## config.mk

```make
export PLATFORM = sky130hd
export DESIGN_NAME = tx_buffer_write_arbiter
export DESIGN_NICKNAME = d
export VERILOG_FILES = /design/src/rtl/tx_buffer_write_arbiter.sv
export SDC_FILE = /design/constraint.sdc
export NUM_CORES = 1
export LEC_CHECK = 0
export CAP_MARGIN = 10
export CORE_ASPECT_RATIO = 1.1
export CORE_MARGIN = 4
export CORE_UTILIZATION = 44
export DETAILED_ROUTE_END_ITERATION = 8
export PLACE_DENSITY_LB_ADDON = 0.1
export REMOVE_ABC_BUFFERS = 1
export SLEW_MARGIN = 20
export SYNTH_ARGS = -nofsm -noshare
export SYNTH_HDL_FRONTEND = slang
export SYNTH_SLANG_ARGS = --single-unit
```

## constraint.sdc

```tcl
create_clock -name clk -period 5.9 [get_ports clk]
set_clock_uncertainty 0.05 [all_clocks]
set_input_delay 1.18 -clock clk [delete_from_list [all_inputs] [get_ports clk]]
set_output_delay 1.18 -clock clk [all_outputs]
set_load 0.005 [all_outputs]
```

## src/rtl/tx_buffer_write_arbiter.sv

```systemverilog
// tx_buffer_write_arbiter: round-robin whole-frame arbiter for the TX frame buffer write port
module tx_buffer_write_arbiter #(
    parameter int ADDR_W = 9,
    parameter int MAX_FRAME_QW = 190
) (
    input  logic              clk,
    input  logic              reset,
    input  logic              req0,
    input  logic [ADDR_W:0]   len0,
    output logic              gnt0,
    input  logic              wr_valid0,
    input  logic [63:0]       wr_data0,
    input  logic              req1,
    input  logic [ADDR_W:0]   len1,
    output logic              gnt1,
    input  logic              wr_valid1,
    input  logic [63:0]       wr_data1,
    output logic              mem_wr_en,
    output logic [ADDR_W-1:0] mem_wr_addr,
    output logic [63:0]       mem_wr_data,
    output logic [ADDR_W:0]   commited_wr_addr,
    input  logic [ADDR_W:0]   commited_rd_addr,
    output logic              len_err
);
    typedef enum logic [1:0] {IDLE, XFER, COMMIT} state_t;
    localparam logic [ADDR_W:0] one = (ADDR_W+1)'(1);
    localparam logic [ADDR_W:0] depth = one << ADDR_W;
    localparam logic [ADDR_W:0] max_len = (ADDR_W+1)'(MAX_FRAME_QW);
    state_t state, state_n;
    logic [ADDR_W:0] wr_ptr, count, used, free;
    logic last_served, req0_d, req1_d;
    logic legal0, legal1, elig0, elig1, grant, pick, accept, last;

    // free space, eligibility, grant choice and next state from registered values
    always_comb begin
        used = wr_ptr - commited_rd_addr;
        free = depth - used;
        legal0 = len0 != '0 && len0 <= max_len;
        legal1 = len1 != '0 && len1 <= max_len;
        elig0 = req0 && legal0 && len0 <= free;
        elig1 = req1 && legal1 && len1 <= free;
        grant = state == IDLE && (elig0 || elig1);
        pick = (elig0 && elig1) ? !last_served : elig1;
        accept = state == XFER && (last_served ? wr_valid1 : wr_valid0);
        last = accept && count == one;
        state_n = (state == IDLE && grant) ? XFER :
                  last ? COMMIT :
                  (state == COMMIT) ? IDLE : state;
    end

    // state register
    always_ff @(posedge clk or posedge reset) begin
        if (reset) state <= IDLE;
        else state <= state_n;
    end

    // grant ownership, write streaming, pointer publication and length-error pulse
    always_ff @(posedge clk or posedge reset) begin
        if (reset) begin
            gnt0 <= 1'b0;
            gnt1 <= 1'b0;
            mem_wr_en <= 1'b0;
            mem_wr_addr <= '0;
            mem_wr_data <= '0;
            commited_wr_addr <= '0;
            len_err <= 1'b0;
            wr_ptr <= '0;
            count <= '0;
            last_served <= 1'b0;
            req0_d <= 1'b0;
            req1_d <= 1'b0;
        end else begin
            req0_d <= req0;
            req1_d <= req1;
            len_err <= (req0 && !req0_d && !legal0) || (req1 && !req1_d && !legal1);
            mem_wr_en <= accept;
            if (grant) begin
                last_served <= pick;
                count <= pick ? len1 : len0;
                gnt0 <= !pick;
                gnt1 <= pick;
            end
            if (accept) begin
                mem_wr_addr <= wr_ptr[ADDR_W-1:0];
                mem_wr_data <= last_served ? wr_data1 : wr_data0;
                wr_ptr <= wr_ptr + one;
                count <= count - one;
            end
            if (last) begin
                gnt0 <= 1'b0;
                gnt1 <= 1'b0;
            end
            if (state == COMMIT) commited_wr_addr <= wr_ptr;
        end
    end
endmodule

```

Word-level counts from Yosys, hierarchy flattened
Cells that the tools add are included.
{"block": "word_totals", "reg_bits": 112, "input_bits": 164, "output_inout_bits": 87, "word_cells": 66}
{"block": "op_classes", "add_sub_neg": 4, "n_lt_le_gt_ge": 4, "eq_ne": 3, "n_mux": 13, "n_reduce_logical": 29}
{"cell": "$mux 64", "count": 1}
{"cell": "$mux 10", "count": 3}
{"cell": "$le 10x10->1", "count": 2}
{"cell": "$le 10x8->1 const B", "count": 2}
{"cell": "$reduce_bool 10->1", "count": 2}
{"cell": "$logic_and 1x1->1", "count": 15}
{"cell": "$add 10x1->10 const B", "count": 1}
{"cell": "$eq 10x1->1 const B", "count": 1}
{"cell": "$sub 10x1->10 const B", "count": 1}
{"cell": "$sub 10x10->10", "count": 1}
{"cell": "$sub 10x10->10 const A", "count": 1}
{"cell": "$logic_not 1->1", "count": 6}
{"cell": "$mux 1", "count": 6}
{"cell": "$mux 2", "count": 3}
{"cell": "$reduce_bool 2->1", "count": 2}
{"cell": "$reduce_bool 3->1", "count": 1}
{"cell": "$eq 2x1->1 const B", "count": 1}
{"cell": "$eq 2x2->1 const B", "count": 1}
{"cell": "$logic_not 2->1", "count": 1}
{"cell": "$logic_or 1x1->1", "count": 2}

Logic depth before layout (Yosys ltp)
{"block": "logic_depth", "ltp_word": 9, "mapped_depth": 21}

Worst setup path before layout
OpenSTA, ideal clock, no wires.
{"block": "synth_timing", "path_kind": "in2reg", "start": "input port commited_rd_addr[1]", "end": "register count[1]", "setup_time_ps": 118, "arrival_time_ps": 4857, "required_time_ps": 5732, "path_slack_ps": 875, "cell_stages": 19, "n_path_buf": 1, "path_cell_list": "ha_1 -> ha_1 -> fa_1 -> a21o_2 -> a21oi_1 -> o21bai_1 -> a21oi_1 -> o21bai_1 -> a21oi_1 -> xnor2_1 -> ha_1 -> nand2_1 -> or4_1 -> mux2i_1 -> a2bb2oi_2 -> o21bai_2 -> buf_6 -> mux2_4 -> a21o_1"}
{"block": "synth_between", "elab_chain_len": 9, "word_cells_on_any_way": 14, "cone_classes": "2 x add/sub; 2 x order compare; 4 x mux; 6 x reduce/logical"}
{"element": "from (decl)", "line_no": "22", "source": "input logic [ADDR_W:0] commited_rd_addr,"}
{"element": "$sub 10x10->10 (*)", "line_no": "36", "source": "used = wr_ptr - commited_rd_addr;"}
{"element": "$sub 10x10->10 (*)", "line_no": "37", "source": "free = depth - used;"}
{"element": "$le 10x10->1, on equally long branches", "line_no": "40, 41"}
{"element": "$logic_and 1x1->1, on equally long branches", "line_no": "40, 41"}
{"element": "$logic_and 1x1->1", "line_no": "43", "source": "pick = (elig0 && elig1) ? !last_served : elig1;"}
{"element": "$mux 1", "line_no": "43"}
{"element": "$mux 10", "line_no": "79", "source": "count <= pick ? len1 : len0;"}
{"element": "$mux 10", "line_no": "77", "source": "if (grant) begin"}
{"element": "$mux 10", "line_no": "83", "source": "if (accept) begin"}
{"element": "to (signal assigned)", "line_no": "79"}
{"element": "to (signal assigned)", "line_no": "87", "source": "count <= count - one;"}
{"element": "to (decl)", "line_no": "30", "source": "logic [ADDR_W:0] wr_ptr, count, used, free;"}
Every way passes the cells marked *; elsewhere a longest branch is shown, timed or not. The select of a mux whose other input is x is not followed.
A chain may end at the register's enable or synchronous reset.

Worst setup path in the final report
Same ends and word-level chain as after synthesis.

==> key figures <==
Hold path
  – Hold path cells: 1
  – Hold endpoint: len_err
  – Worst hold start: req1_d
  – Worst Hold Class: flip-flop to flip-flop

Worst setup path
  – CP max-delay cell: clkdlybuf4s50_1
  – CP Launch Type: primary input
  – Largest stage delay on the critical path: 0.42 ns
  – CP arrival: around 5.8 ns
  – Req. time, crit path: 6.10 ns
  – Crit end category: flip-flop
  – Crit path max fanout: 15
  – FF-to-FF End: count[1]
  – Setup CP Type: primary input to flip-flop
  – Crit path max-delay family: compound AO/OA/AOI/OAI gates
  – Critical path cell sequence: clkdlybuf4s50_1 > ha_1 > ha_1 > fa_1 > a21o_2 > a21oi_1 > o21bai_1 > a21oi_1 > o21bai_1 > a21oi_1 > xnor2_1 > ha_1 > nand2_1 > or4_1 > mux2i_1 > a2bb2oi_2 > a211oi_2 > buf_4 > o22ai_1 > a21o_1
  – WP buf/inv: 2
  – R2R cell count: 20
  – Reg2reg start: wr_ptr[1]
  – Reg2reg setup slack: about 1.0 ns

Placed design
  – Dpl ws: 0.0374 ns
  – HPWL Detailed: 15400 um
  – IO Port Bufs: 250
  – Placed Area: 8770 um2
  – Placed cells: roughly 1000
  – Placer Congestion: 0.860

STA
  – Worst-Margin Slew: 1.08 ns
  – Period Utilization, post-route: 94.0%
  – Setup violators final: 0
  – Tmin final: 5.55 ns
  – RSZ-0062 raised after global routing: no
  – Max Freq: 180 MHz
  – Final critical-path setup slack: 0.351 ns
  – Worst slew margin: 27.7%
  – Max-slew violations: 0
  – Final hold slack: 0.400 ns
  – Hold Violations, Final: 0

Final layout
  – Final nets: around 1000
  – Final Cell Area: 9100 um2
  – Final std cells w/o fill: 1038
  – Register area: roughly 2800 um2
  – Area added between synthesis and finish: 48.5%
  – Fill count: roughly 1100
  – Layout cells sized above 1: 5.16%
  – Multi-input combinational cell area: roughly 3100 um2

Clock tree
  – CTS resizes: 0
  – CTS tree: built
  – Hold Buf Count CTS: 0
  – Clock Tree Buf Depth: 2
  – CTS clk-pin slew, worst paths: about 0.080 ns
  – Buffer type at the clock tree root: clkbuf_16
  – Setup Fix Bufs, Post-CTS: 0
  – Num CTS Buffers: 9
  – H-tree depth: 3
  – Clock Latency Late Sink: 0.36 ns
  – CTS Sinks: around 110

Routing
  – DRC viols: 0
  – DRT antenna net count: 0
  – Via/cell ratio: 5.22
  – Routed len/inst: 19.0 um
  – Post-Route WL: 19700 um
  – Drt pass-1 iters: 4
  – Vias: 5421
  – Iteration-0 DRC Markers: between 300 and 400

Logic synthesis
  – Post-Synthesis Cells: between 600 and 700
  – Commonest cells post-synth: dfrtp_1 (112), nand2_1 (95), o21ai_0 (86)
  – Post-Synth XOR/XNOR Area: 3.20%
  – Synth Area in Adders: 7.68%
  – Mapped Area: 6130 um2
  – Yosys warning count: 0
  – Synth top area share: a little under half
  – Top-count cell post-synth: dfrtp_1
  – Largest cells by area after synthesis: dfrtp_1 (46%), mux2i_1 (12%), ha_1 (7.3%)
  – Synth cell types: 62
  – Yosys reg bits: around 110
  – Primary FF master, synth: dfrtp_1
  – Largest family of logic cells by synthesized area: compound AO/OA/AOI/OAI gates
  – Post-synth ARST share: 100%
  – Post-synthesis mux area share: 12.6%
  – Number of enable flip-flop cells after synthesis: 0
  – Synth Area in Compound Gates: ~15%
  – Largest area contributor in the netlist: dfrtp_1
  – Simple-gate share of the synthesized area: 12.0%
  – Seq/Total Area, Yosys: 45.7%
  – Avg Inst Size Synth: 10.0 um2

Run
  – Maxcap violations: 0

Global route
  – First-pass GRT wire length: between 30000 and 40000 um
  – Vias in the first global route: 5621
  – Global route overflow: 0
  – Global Route Usage Sum: 25.2%
  – Largest net degree at the start of global routing: just under 100
  – Initial antenna violation count: 1

Pwr
  – Power consumption: between 4000 and 5000 uW
  – Peak supply drop: 243 uV
  – P_leak: around 0.004 uW
  – PD cells: 449 nW/um2

Die
  – Die area: 15900 um2
  – Initial Utilization: 45.6%
  – Top Ports: 251
  – Rows: 44
  – Width of the die: 121 um
  – Core Box Area: about 13000 um2
  – Die Y: 132 um

Outcome
  – Outcome: finished, final reports clean
[area by class of cell]
| cell class | instances | area share (%) |
|---|---|---|
| multi-input cells | 443 | 33.9 |
| flip-flops and latches | 112 | 30.8 |
| repair buffers | 257 | 28.1 |
| well taps | 184 | 2.53 |
| clock buffers | 9 | 2.47 |
| clock inverters | 7 | 1.11 |
| inverters | 25 | 1.06 |
| diodes | 1 | 0.0275 |
[worst max-delay path by stage]
stage	start	to	slack (ns)	depth (start not counted)
detailed placement	commited_rd_addr[1]	count[1]	0.04	20
finish	commited_rd_addr[1]	count[1]	0.35	20
global placement	commited_rd_addr[1]	count[1]	0.22	20
global route	commited_rd_addr[1]	count[5]	0.07	20
floorplan	last_served	count[9]	-1.48	5
CTS	commited_rd_addr[1]	count[1]	0.40	20
[logic make-up (layout without fill, tap and decap cells)]
kind of cell | count (synthesis) | after routing
simple gates | 161 | 161
compound gates | 150 | 150
flops | 112 | 112
mux | 76 | 76
buf+inv | 56 | 298
fa+ha+maj | 37 | 37
xor+xnor | 19 | 19
other cells | 0 | 1
[power by group]
group,switching (uW),total [uW],internal [uW]
combinational,1050,2150,1100
clock,294,671,377
sequential,189,1270,1080
total,1530,4090,2560
[routing by layer]
| metal | part of all wire, % | vias to the layer above | global-route usage, % | wire (um) |
|---|---|---|---|---|
| li1 | - | 2642 | - | - |
| met1 | 40 | 2560 | 30.2 | 7840 |
| met2 | 50 | 195 | 44.0 | 9930 |
| met3 | 8.1 | 22 | 8.03 | 1590 |
| met4 | 1.6 | 2 | 6.11 | 313 |
| met5 | 0.066 | - | 0 | 13 |
[layout by cell type (no fill, tap or decap), types with 8 or more instances in the layout]
master	synthesis	layout
o21ai_0	86	86
nand2_1	95	95
clkbuf_16	0	9
mux2i_1	72	72
inv_1	24	23
nor2_1	15	15
dfrtp_1	112	111
ha_1	36	36
nand4_1	8	8
a21oi_1	18	18
clkdlybuf4s50_1	0	250
xnor2_1	15	15
nand3_1	9	9
[stage by stage]
stage          util (%)  TNS (ns)
2_1_floorplan         -    -26.50
3_3_place_gp       65.3         0
3_5_place_dp       65.3         0
4_1_cts            67.8         0
5_1_grt            67.8         0
6_report           67.8         0
[worst reg2reg max path, stage by stage (launching register included)]
cell and delay, ns:
dfrtp_1 0.40, inv_1 0.18, ha_1 0.27, ha_1 0.25, fa_1 0.42, a21o_2 0.23, a21oi_1 0.23, o21bai_1 0.10
a21oi_1 0.24, o21bai_1 0.10, a21oi_1 0.21, xnor2_1 0.15, ha_1 0.35, nand2_1 0.09, or4_1 0.40, mux2i_1 0.17
a2bb2oi_2 0.09, a211oi_2 0.32, buf_4 0.26, o22ai_1 0.09, a21o_1 0.17
[sequential cells by signal, summed over array words and instances (netlist names), 2 cells and up]
name / cells
mem_wr_data: 64
commited_wr_addr: 10
count: 10
wr_ptr: 10
mem_wr_addr: 9
state: 2
Note: power is estimated with default switching activity, not from simulation.
